**src/rtl/wb_arbiter.sv**
```systemverilog
// Writeback arbiter: per-source compacting result buffers feeding one registered CDB
// through a round-robin grant, with age-based squash on mispredict.

module wb_arb_buf #(
    parameter int DEPTH  = 2,
    parameter int PREG_W = 7,
    parameter int TAG_W  = 5
) (
    input  logic              clk,
    input  logic              reset,
    input  logic              enq_valid,
    input  logic [PREG_W-1:0] enq_preg,
    input  logic [31:0]       enq_data,
    input  logic [TAG_W-1:0]  enq_tag,
    input  logic [TAG_W-1:0]  rob_head,
    input  logic              mispredict,
    input  logic [TAG_W-1:0]  mispredict_tag,
    input  logic              pop,
    output logic              ready,
    output logic              head_vld,
    output logic [PREG_W-1:0] head_preg,
    output logic [31:0]       head_data,
    output logic [TAG_W-1:0]  head_tag
);
    localparam int CW = $clog2(DEPTH + 1);

    typedef struct packed {
        logic [PREG_W-1:0] preg;
        logic [31:0]       data;
        logic [TAG_W-1:0]  tag;
    } ent_t;

    ent_t           mem_q [DEPTH];
    ent_t           mem_d [DEPTH];
    ent_t           comp  [DEPTH];
    ent_t           enq_e;
    logic [CW-1:0]  count_q, count_d;
    int             n, m;

    // Ages are taken relative to the ROB head in TAG_W bits so the ring wraps cleanly.
    function automatic logic younger(input logic [TAG_W-1:0] t,
                                     input logic [TAG_W-1:0] head,
                                     input logic [TAG_W-1:0] br);
        logic [TAG_W-1:0] age_t, age_br;
        age_t  = t - head;
        age_br = br - head;
        return age_t > age_br;
    endfunction

    assign ready = count_q < CW'(DEPTH);
    assign enq_e = '{preg: enq_preg, data: enq_data, tag: enq_tag};

    always_comb begin
        n = 0;
        m = 0;
        for (int j = 0; j < DEPTH; j++) begin
            comp[j]  = '0;
            mem_d[j] = '0;
        end
        // Compact survivors toward the head, preserving order.
        for (int k = 0; k < DEPTH; k++) begin
            if (k < int'(count_q) &&
                !(mispredict && younger(mem_q[k].tag, rob_head, mispredict_tag))) begin
                for (int j = 0; j < DEPTH; j++)
                    if (j == n) comp[j] = mem_q[k];
                n++;
            end
        end
        head_vld  = (n > 0);
        head_preg = comp[0].preg;
        head_data = comp[0].data;
        head_tag  = comp[0].tag;

        if (pop && n > 0) begin
            for (int j = 0; j < DEPTH - 1; j++) mem_d[j] = comp[j+1];
            m = n - 1;
        end else begin
            for (int j = 0; j < DEPTH; j++) mem_d[j] = comp[j];
            m = n;
        end

        // A squashed enqueue still handshakes; it is simply not stored.
        if (enq_valid && ready &&
            !(mispredict && younger(enq_tag, rob_head, mispredict_tag))) begin
            for (int j = 0; j < DEPTH; j++)
                if (j == m) mem_d[j] = enq_e;
            m++;
        end
        count_d = CW'(m);
    end

    always_ff @(posedge clk) begin
        if (reset) begin
            count_q <= '0;
            for (int k = 0; k < DEPTH; k++) mem_q[k] <= '0;
        end else begin
            count_q <= count_d;
            for (int k = 0; k < DEPTH; k++) mem_q[k] <= mem_d[k];
        end
    end
endmodule

module wb_arbiter #(
    parameter int NUM_SRC = 3,
    parameter int DEPTH   = 2,
    parameter int PREG_W  = 7,
    parameter int TAG_W   = 5
) (
    input  logic                      clk,
    input  logic                      reset,
    input  logic [NUM_SRC-1:0]        src_valid,
    output logic [NUM_SRC-1:0]        src_ready,
    input  logic [NUM_SRC*PREG_W-1:0] src_preg,
    input  logic [NUM_SRC*32-1:0]     src_data,
    input  logic [NUM_SRC*TAG_W-1:0]  src_rob_tag,
    input  logic [TAG_W-1:0]          rob_head,
    input  logic                      mispredict,
    input  logic [TAG_W-1:0]          mispredict_tag,
    output logic                      cdb_valid,
    output logic [PREG_W-1:0]         cdb_preg,
    output logic [31:0]               cdb_data,
    output logic [TAG_W-1:0]          cdb_rob_tag,
    output logic [1:0]                cdb_src
);
    localparam int PTR_W = (NUM_SRC > 1) ? $clog2(NUM_SRC) : 1;

    logic [NUM_SRC-1:0]             head_vld, pop;
    logic [NUM_SRC-1:0][PREG_W-1:0] head_preg;
    logic [NUM_SRC-1:0][31:0]       head_data;
    logic [NUM_SRC-1:0][TAG_W-1:0]  head_tag;
    logic [PTR_W-1:0]               rr_ptr, gnt_idx;
    logic [PTR_W:0]                 scan;
    logic                           gnt_any;

    for (genvar g = 0; g < NUM_SRC; g++) begin : g_src
        assign pop[g] = gnt_any && (gnt_idx == PTR_W'(g));

        wb_arb_buf #(.DEPTH(DEPTH), .PREG_W(PREG_W), .TAG_W(TAG_W)) u_buf (
            .clk            (clk),
            .reset          (reset),
            .enq_valid      (src_valid[g]),
            .enq_preg       (src_preg[g*PREG_W +: PREG_W]),
            .enq_data       (src_data[g*32 +: 32]),
            .enq_tag        (src_rob_tag[g*TAG_W +: TAG_W]),
            .rob_head       (rob_head),
            .mispredict     (mispredict),
            .mispredict_tag (mispredict_tag),
            .pop            (pop[g]),
            .ready          (src_ready[g]),
            .head_vld       (head_vld[g]),
            .head_preg      (head_preg[g]),
            .head_data      (head_data[g]),
            .head_tag       (head_tag[g])
        );
    end

    // First surviving head at or after rr_ptr, wrapping modulo NUM_SRC.
    always_comb begin
        gnt_any = 1'b0;
        gnt_idx = '0;
        scan    = '0;
        for (int i = 0; i < NUM_SRC; i++) begin
            scan = {1'b0, rr_ptr} + (PTR_W+1)'(i);
            if (scan >= (PTR_W+1)'(NUM_SRC)) scan = scan - (PTR_W+1)'(NUM_SRC);
            if (!gnt_any && head_vld[scan[PTR_W-1:0]]) begin
                gnt_any = 1'b1;
                gnt_idx = scan[PTR_W-1:0];
            end
        end
    end

    always_ff @(posedge clk) begin
        if (reset) begin
            rr_ptr      <= '0;
            cdb_valid   <= 1'b0;
            cdb_preg    <= '0;
            cdb_data    <= '0;
            cdb_rob_tag <= '0;
            cdb_src     <= '0;
        end else begin
            cdb_valid <= gnt_any;
            if (gnt_any) begin
                rr_ptr      <= (gnt_idx == PTR_W'(NUM_SRC-1)) ? '0 : gnt_idx + 1'b1;
                cdb_preg    <= head_preg[gnt_idx];
                cdb_data    <= head_data[gnt_idx];
                cdb_rob_tag <= head_tag[gnt_idx];
                cdb_src     <= 2'(gnt_idx);
            end
        end
    end
endmodule

```
**config.mk**
```make
export PLATFORM = sky130hd
export DESIGN_NAME = wb_arbiter
export DESIGN_NICKNAME = d
export VERILOG_FILES = /design/src/rtl/wb_arbiter.sv
export SDC_FILE = /design/constraint.sdc
export NUM_CORES = 1
export LEC_CHECK = 0
export BUFFER_PORTS_ARGS = -buffer_cell sky130_fd_sc_hd__buf_4
export CELL_PAD_IN_SITES_DETAIL_PLACEMENT = 1
export CELL_PAD_IN_SITES_GLOBAL_PLACEMENT = 2
export CORE_MARGIN = 2
export CORE_UTILIZATION = 35
export CTS_BUF_LIST = sky130_fd_sc_hd__clkbuf_8
export CTS_CLUSTER_SIZE = 20
export DETAILED_ROUTE_END_ITERATION = 10
export PLACE_DENSITY_LB_ADDON = 0.3
export SETUP_SLACK_MARGIN = 0.1
export SLEW_MARGIN = 20
export SYNTH_ARGS = -nofsm -noshare
export SYNTH_HDL_FRONTEND = slang
export SYNTH_SLANG_ARGS = --single-unit
export TNS_END_PERCENT = 1
```
**constraint.sdc**
```tcl
create_clock -name clk -period 7.8 [get_ports clk]
set_clock_uncertainty 0.15 [all_clocks]
set_input_delay 0.39 -clock clk [delete_from_list [all_inputs] [get_ports clk]]
set_output_delay 0.39 -clock clk [all_outputs]
set_load 0.005 [all_outputs]
```
After elaboration in Yosys (flattened, before gate mapping)
Memories as Yosys holds them, arrays and structs flattened.
Index checks and enable logic that the tools add are counted.
Storage, ports and cells
  input port bits: 148
  register bits: 55
  bits in writable memories: 264
  memories kept: 3
  output and inout port bits: 50
Memories
  g_src[0].u_buf.mem_q: depth 2, bits a word 44, rd ports 2, clocked after Yosys merged registers in 0, wr ports 2, RTL line 33  | ent_t mem_q [DEPTH];
  g_src[1].u_buf.mem_q: depth 2, bits a word 44, rd ports 2, clocked after Yosys merged registers in 0, wr ports 2, RTL line 33
  g_src[2].u_buf.mem_q: depth 2, bits a word 44, rd ports 2, clocked after Yosys merged registers in 0, wr ports 2, RTL line 33
Cells by class
  equal/unequal tests: 8
  mux-type cells: 70
  bitwise logic cells: 6
  $add $sub $neg: 25
  reductions and logical operators: 47
  order comparisons: 28
Operator list (number)
  $mux W44: 27
  $mux W88: 6
  $mux W32: 7
  $logic_not A32 Y1: 6
  $eq A2 B32 Y1 const A: 3
  $gt A32 B1 Y1 const B: 3
  $sub A32 B2 Y32 const B: 3
  $bmux W32 S2: 1
  $sub A5 B5 Y5: 10
  $gt A5 B5 Y1: 9
  $logic_and A1 B1 Y1: 29
  $mux W2: 10
  $bmux W7 S2: 1
  $lt A1 B2 Y1 const A: 6
  $lt A2 B3 Y1 const B: 4
  $mux W1: 12
  $logic_not A1 Y1: 11
  $bmux W5 S2: 1
  $mux W7: 1
  $add A1 B1 Y2 const B: 3
  $add A2 B2 Y2 const B: 3
  $bmux W1 S2: 3
  $ge A3 B2 Y1 const B: 2
  $lt A2 B2 Y1 const B: 3
  other kinds (11): 20

Depth between registers and ports, before layout
An unclocked memory read counts as a cell.
  depth after elaboration: 27
  depth in mapped cells: 32
  depth with buffers taken out: 29

By module
A second synthesis with hierarchy kept.
Unflattened totals
  cells, all modules: 2487
  area total of the unflattened synthesis: 20558.5 um^2
Modules (own cells, without submodules)
  wb_arb_buf (g_src[0].u_buf ...): area an instance 5625.4 um^2, cells each 687, times used 2, seq. area each 1801.7 um^2
  wb_arb_buf (g_src[1].u_buf): area an instance 5641.7 um^2, cells each 687, times used 1, seq. area each 1801.7 um^2
  wb_arbiter: area an instance 3666.0 um^2, cells each 426, times used 1, seq. area each 980.9 um^2

Worst setup path after synthesis
No wires, ideal clock.
  path kind: input-to-reg
  from: input rob_head[1]
  to: memory g_src[2].u_buf.mem_q[0][10] in the netlist's numbering
  cell stages on the path: 30
  arrival: 6746 ps
  path buffers: 4
  required time: 7518 ps
  path slack: 772 ps
  cell sequence: inv_1 > fa_1 > a21o_1 > a21oi_1 > xnor2_1 > ha_1 > and3_1 > nand3b_1 > nor4b_1 > a31oi_1 > o2111a_1 > or2_1 > buf_4 > inv_2 > clkbuf_1 > ha_1 > mux2i_1 > mux2_2 > o41ai_2 > nand2b_1 > inv_1 > fa_1 > inv_1 > ha_1 > nand2_1 > or4b_1 > buf_2 > buf_2 > nor2_1 > nor3_1
RTL lines
  from (decl): RTL line 116  | input logic [TAG_W-1:0] rob_head,
  to (decl): RTL line 33

==> impl_metrics.py <==
metrics = {
    "floorplan": {
        "ios": 198,
        "num_rows": 80,
        "die_y_um": 225,
        "coreArea_mm2": 0.0479,
        "fp.dieArea_mm2": 0.0506,
        "die_w_um": 225,
        "start_util": 0.356,
    },
    "synthesis": {
        "synth_nets": 2078,
        "synth-main-ff-cell": "dfxtp_1",
        "postSynthAreaPerCell_um2": 9.37,
        "syn_area_mm2": 0.0171,
        "synth_edf_count": 0,
        "ys_types": 92,
        "synthCells": 1824,
        "yosys_warnings": 0,
        "ys_seq_area_frac": 0.374,
        "ys_ff_latch": 319,
        "async_reset_ff_frac": 0,
    },
    "grt": {
        "grt_pass1_vias": 16500,
        "antenna_found_initial": 0,
        "grt_overflow": 0,
        "grt_first_pass_wirelength_mm": 102,
        "grt_max_degree": 81,
        "track_usage": 0.261,
    },
    "critical_path": {
        "r2r_start": "g_src[0].u_buf.mem_q[0][44]",
        "cpMaxStageDelayCell": "or4b_1",
        "worst-path-max-fanout": 29,
        "max_stage_delay_ps": 850,
        "rrSetupSlack_ps": 690,
        "cp-end-kind": "flop",
        "arrival_ps": 7400,
        "reg2reg_to": "g_src[2].u_buf.mem_q[0][37]",
        "cp.required_ps": 8090,
        "timing.critical_path.from_type": "flop",
        "crit_type": "reg -> reg",
        "rr_worst_depth": 29,
    },
    "cts": {
        "post_cts_buffers": 0,
        "clk_pin_slew_ps": 60,
        "cts-root-buf": "clkbuf_8",
        "cts-htree-levels": 2,
        "cts_buffers": 55,
        "cts_tree": "built",
        "cts.sinks": 319,
        "worst_skew_pair.late_latency_ps": 620,
        "clock_path_buffers": 3,
    },
    "drt": {
        "wl_met1_mm": 32.5,
        "wirelength_mm": 67.9,
        "highest_layer": "met4",
        "avgRoutedWirePerCell_um": 24.6,
        "route.met2.wl_mm": 29.1,
        "firstDrtPassIters": 5,
        "drt_iter0_drc": 1260,
        "drc": 0,
        "vias": 16400,
        "antenna_left": 0,
        "viasPerCell": 5.94,
        "wl_met3_mm": 4.75,
    },
    "power": {
        "cellPowerDensity_mw_per_mm2": 440,
        "p_leak_uw": 0.00857,
        "ir_drop_mv": 0.314,
    },
    "hold_path": {
        "hold_end": "g_src[1].u_buf.count_q[0]",
        "hold_class": "in -> reg",
        "hp-start": "reset",
        "whs_path_depth": 2,
    },
    "status": {
        "status": "completed",
    },
    "sta": {
        "tightestPinTransition_ps": 1130,
        "finalHoldViolCount": 0,
        "finalCritPeriodShare": 0.912,
        "rsz0062_at_grt": "false",
        "finalCriticalPeriod_ps": 7110,
        "fin_setup_tns_ps": 0,
        "setup_viol": 0,
        "fin_hold_ws_ps": 56.8,
        "relSlewSlack": 0.249,
        "fmax_ghz": 0.141,
        "slew_violations": 0,
    },
    "placed_design": {
        "dp_hpwl_mm": 46.1,
        "placed_cell_area_mm2": 0.0190,
        "gp_congestion": 0.882,
        "io_buffers": 197,
    },
    "layout": {
        "fin_area_mm2": 0.0215,
        "area_delta_synth_final_pct": 25.8,
        "fin_nets": 2355,
        "drive_above_1_share": 0.187,
        "num_antenna_cells": 0,
        "final_core_util": 0.448,
    },
    "flow_run": {
        "drv_cap": 0,
    },
}
-- placed cells by master, fill, tap and decap left out, types with 13 or more instances in the layout --
master,synthesis,final
a22o_1,132,132
nand2_1,57,57
xnor2_1,30,30
inv_1,42,61
dlygate4sd3_1,0,132
buf_4,10,242
a211oi_1,73,73
ha_1,93,93
a221oi_1,154,154
nor3_2,23,24
fa_1,13,13
dfxtp_1,319,319
o22ai_1,46,46
a21oi_1,70,70
nor3_1,118,116
a21o_1,21,21
nor2b_1,47,47
nor2_1,174,172
o21ai_0,16,16
and3_1,27,27
a32o_1,41,41
clkbuf_8,0,73
-- repair_timing --
action                     CTS  global route
hold endpoints to repair   264             0
hold buffers               132             0
setup endpoints to repair    0             0
gates resized for setup      0             0
-- layer usage --
layer | up-vias | track usage
li1 | 7590 | -
met1 | 8141 | 0.387
met2 | 557 | 0.388
met3 | 90 | 0.0459
met4 | 0 | 0.0652
met5 | - | 0
-- report_power, final --
group          switching, uW  internal, uW  total (uW)
clock                    721           831        1550
sequential               325          2070        2400
combinational           3570          1930        5500
total                   4620          4830        9450
-- per-stage QoR --
stage / instances / total power [uW] / setup WS (ps)
finish: 2758 / 9450 / 688
global route: 2758 / 10100 / 262
CTS: 2758 / 9410 / 716
detailed placement: 2527 / 7790 / 195
global placement: 2526 / 7660 / 462
floorplan: 1824 / 5940 / 772
-- worst max-delay path by stage --
stage	startpoint	endpoint	slack (ps)	depth (start not counted)
2_1_floorplan	rob_head[1]	g_src[2].u_buf.mem_q[0][10]	770	30
3_3_place_gp	mispredict_tag[0]	g_src[2].u_buf.mem_q[0][25]	460	30
3_5_place_dp	mispredict_tag[0]	g_src[2].u_buf.mem_q[0][42]	200	30
4_1_cts	g_src[0].u_buf.mem_q[0][44]	g_src[2].u_buf.mem_q[0][37]	720	29
5_1_grt	g_src[0].u_buf.mem_q[0][44]	g_src[2].u_buf.mem_q[0][9]	260	29
6_report	g_src[0].u_buf.mem_q[0][44]	g_src[2].u_buf.mem_q[0][37]	690	29
-- cell usage after synthesis (8+ instances only) --
| cell type | instances | area share |
|---|---|---|
| a211oi_1 | 73 | 0.032 |
| a21o_1 | 21 | 0.0092 |
| a21oi_1 | 70 | 0.021 |
| a221oi_1 | 154 | 0.079 |
| a22o_1 | 132 | 0.068 |
| a32o_1 | 41 | 0.024 |
| and3_1 | 27 | 0.0099 |
| buf_2 | 58 | 0.017 |
| buf_4 | 10 | 0.0044 |
| buf_6 | 11 | 0.0073 |
| clkbuf_1 | 78 | 0.017 |
| dfxtp_1 | 319 | 0.37 |
| fa_1 | 13 | 0.015 |
| ha_1 | 93 | 0.068 |
| inv_1 | 42 | 0.0092 |
| nand2_1 | 57 | 0.013 |
| nand2b_1 | 8 | 0.0029 |
| nand3_1 | 12 | 0.0035 |
| nor2_1 | 174 | 0.038 |
| nor2b_1 | 47 | 0.017 |
| nor3_1 | 118 | 0.035 |
| nor3_2 | 23 | 0.013 |
| o211ai_1 | 9 | 0.0040 |
| o21ai_0 | 16 | 0.0047 |
| o22ai_1 | 46 | 0.017 |
| xnor2_1 | 30 | 0.015 |
| xor2_1 | 12 | 0.0062 |
-- state kept, by name, summed over array words and instances, names as in the netlist --
name,flops
cdb_preg,7
cdb_data,32
cdb_valid,1
cdb_src,2
cdb_rob_tag,5
g_src.u_buf.count_q,6
g_src.u_buf.mem_q,264
rr_ptr,2
-- cell type report --
class                   count  area, um^2
multi-input cells        1299        9780
clock inverters            26         113
repair buffers            380        3260
inverters                  46         173
clock buffers              73        1000
flip-flops and latches    319        6390
fillers                  5406       26500
well taps                 615         769
-- critical path, delay by kind of cell, from the launching register on --
family / cells / cell delay (ps)
AO/OA/AOI/OAI: 5 / 1220
XOR/XNOR: 1 / 120
adder cells (fa/ha/maj): 6 / 1800
buffers and inverters: 6 / 800
flip-flops: 1 / 340
multiplexers: 3 / 800
AND/OR/NAND/NOR: 8 / 1700
-- cells by family after synthesis --
| kind of cell | Yosys count | synth area share |
|---|---|---|
| fa+ha+maj | 106 | 0.0834 |
| xor+xnor | 45 | 0.0255 |
| simple gates | 528 | 0.168 |
| flops | 319 | 0.374 |
| compound gates | 609 | 0.286 |
| mux | 11 | 0.00696 |
| buf+inv | 206 | 0.0572 |
Note: power is estimated with default switching activity, not from simulation.
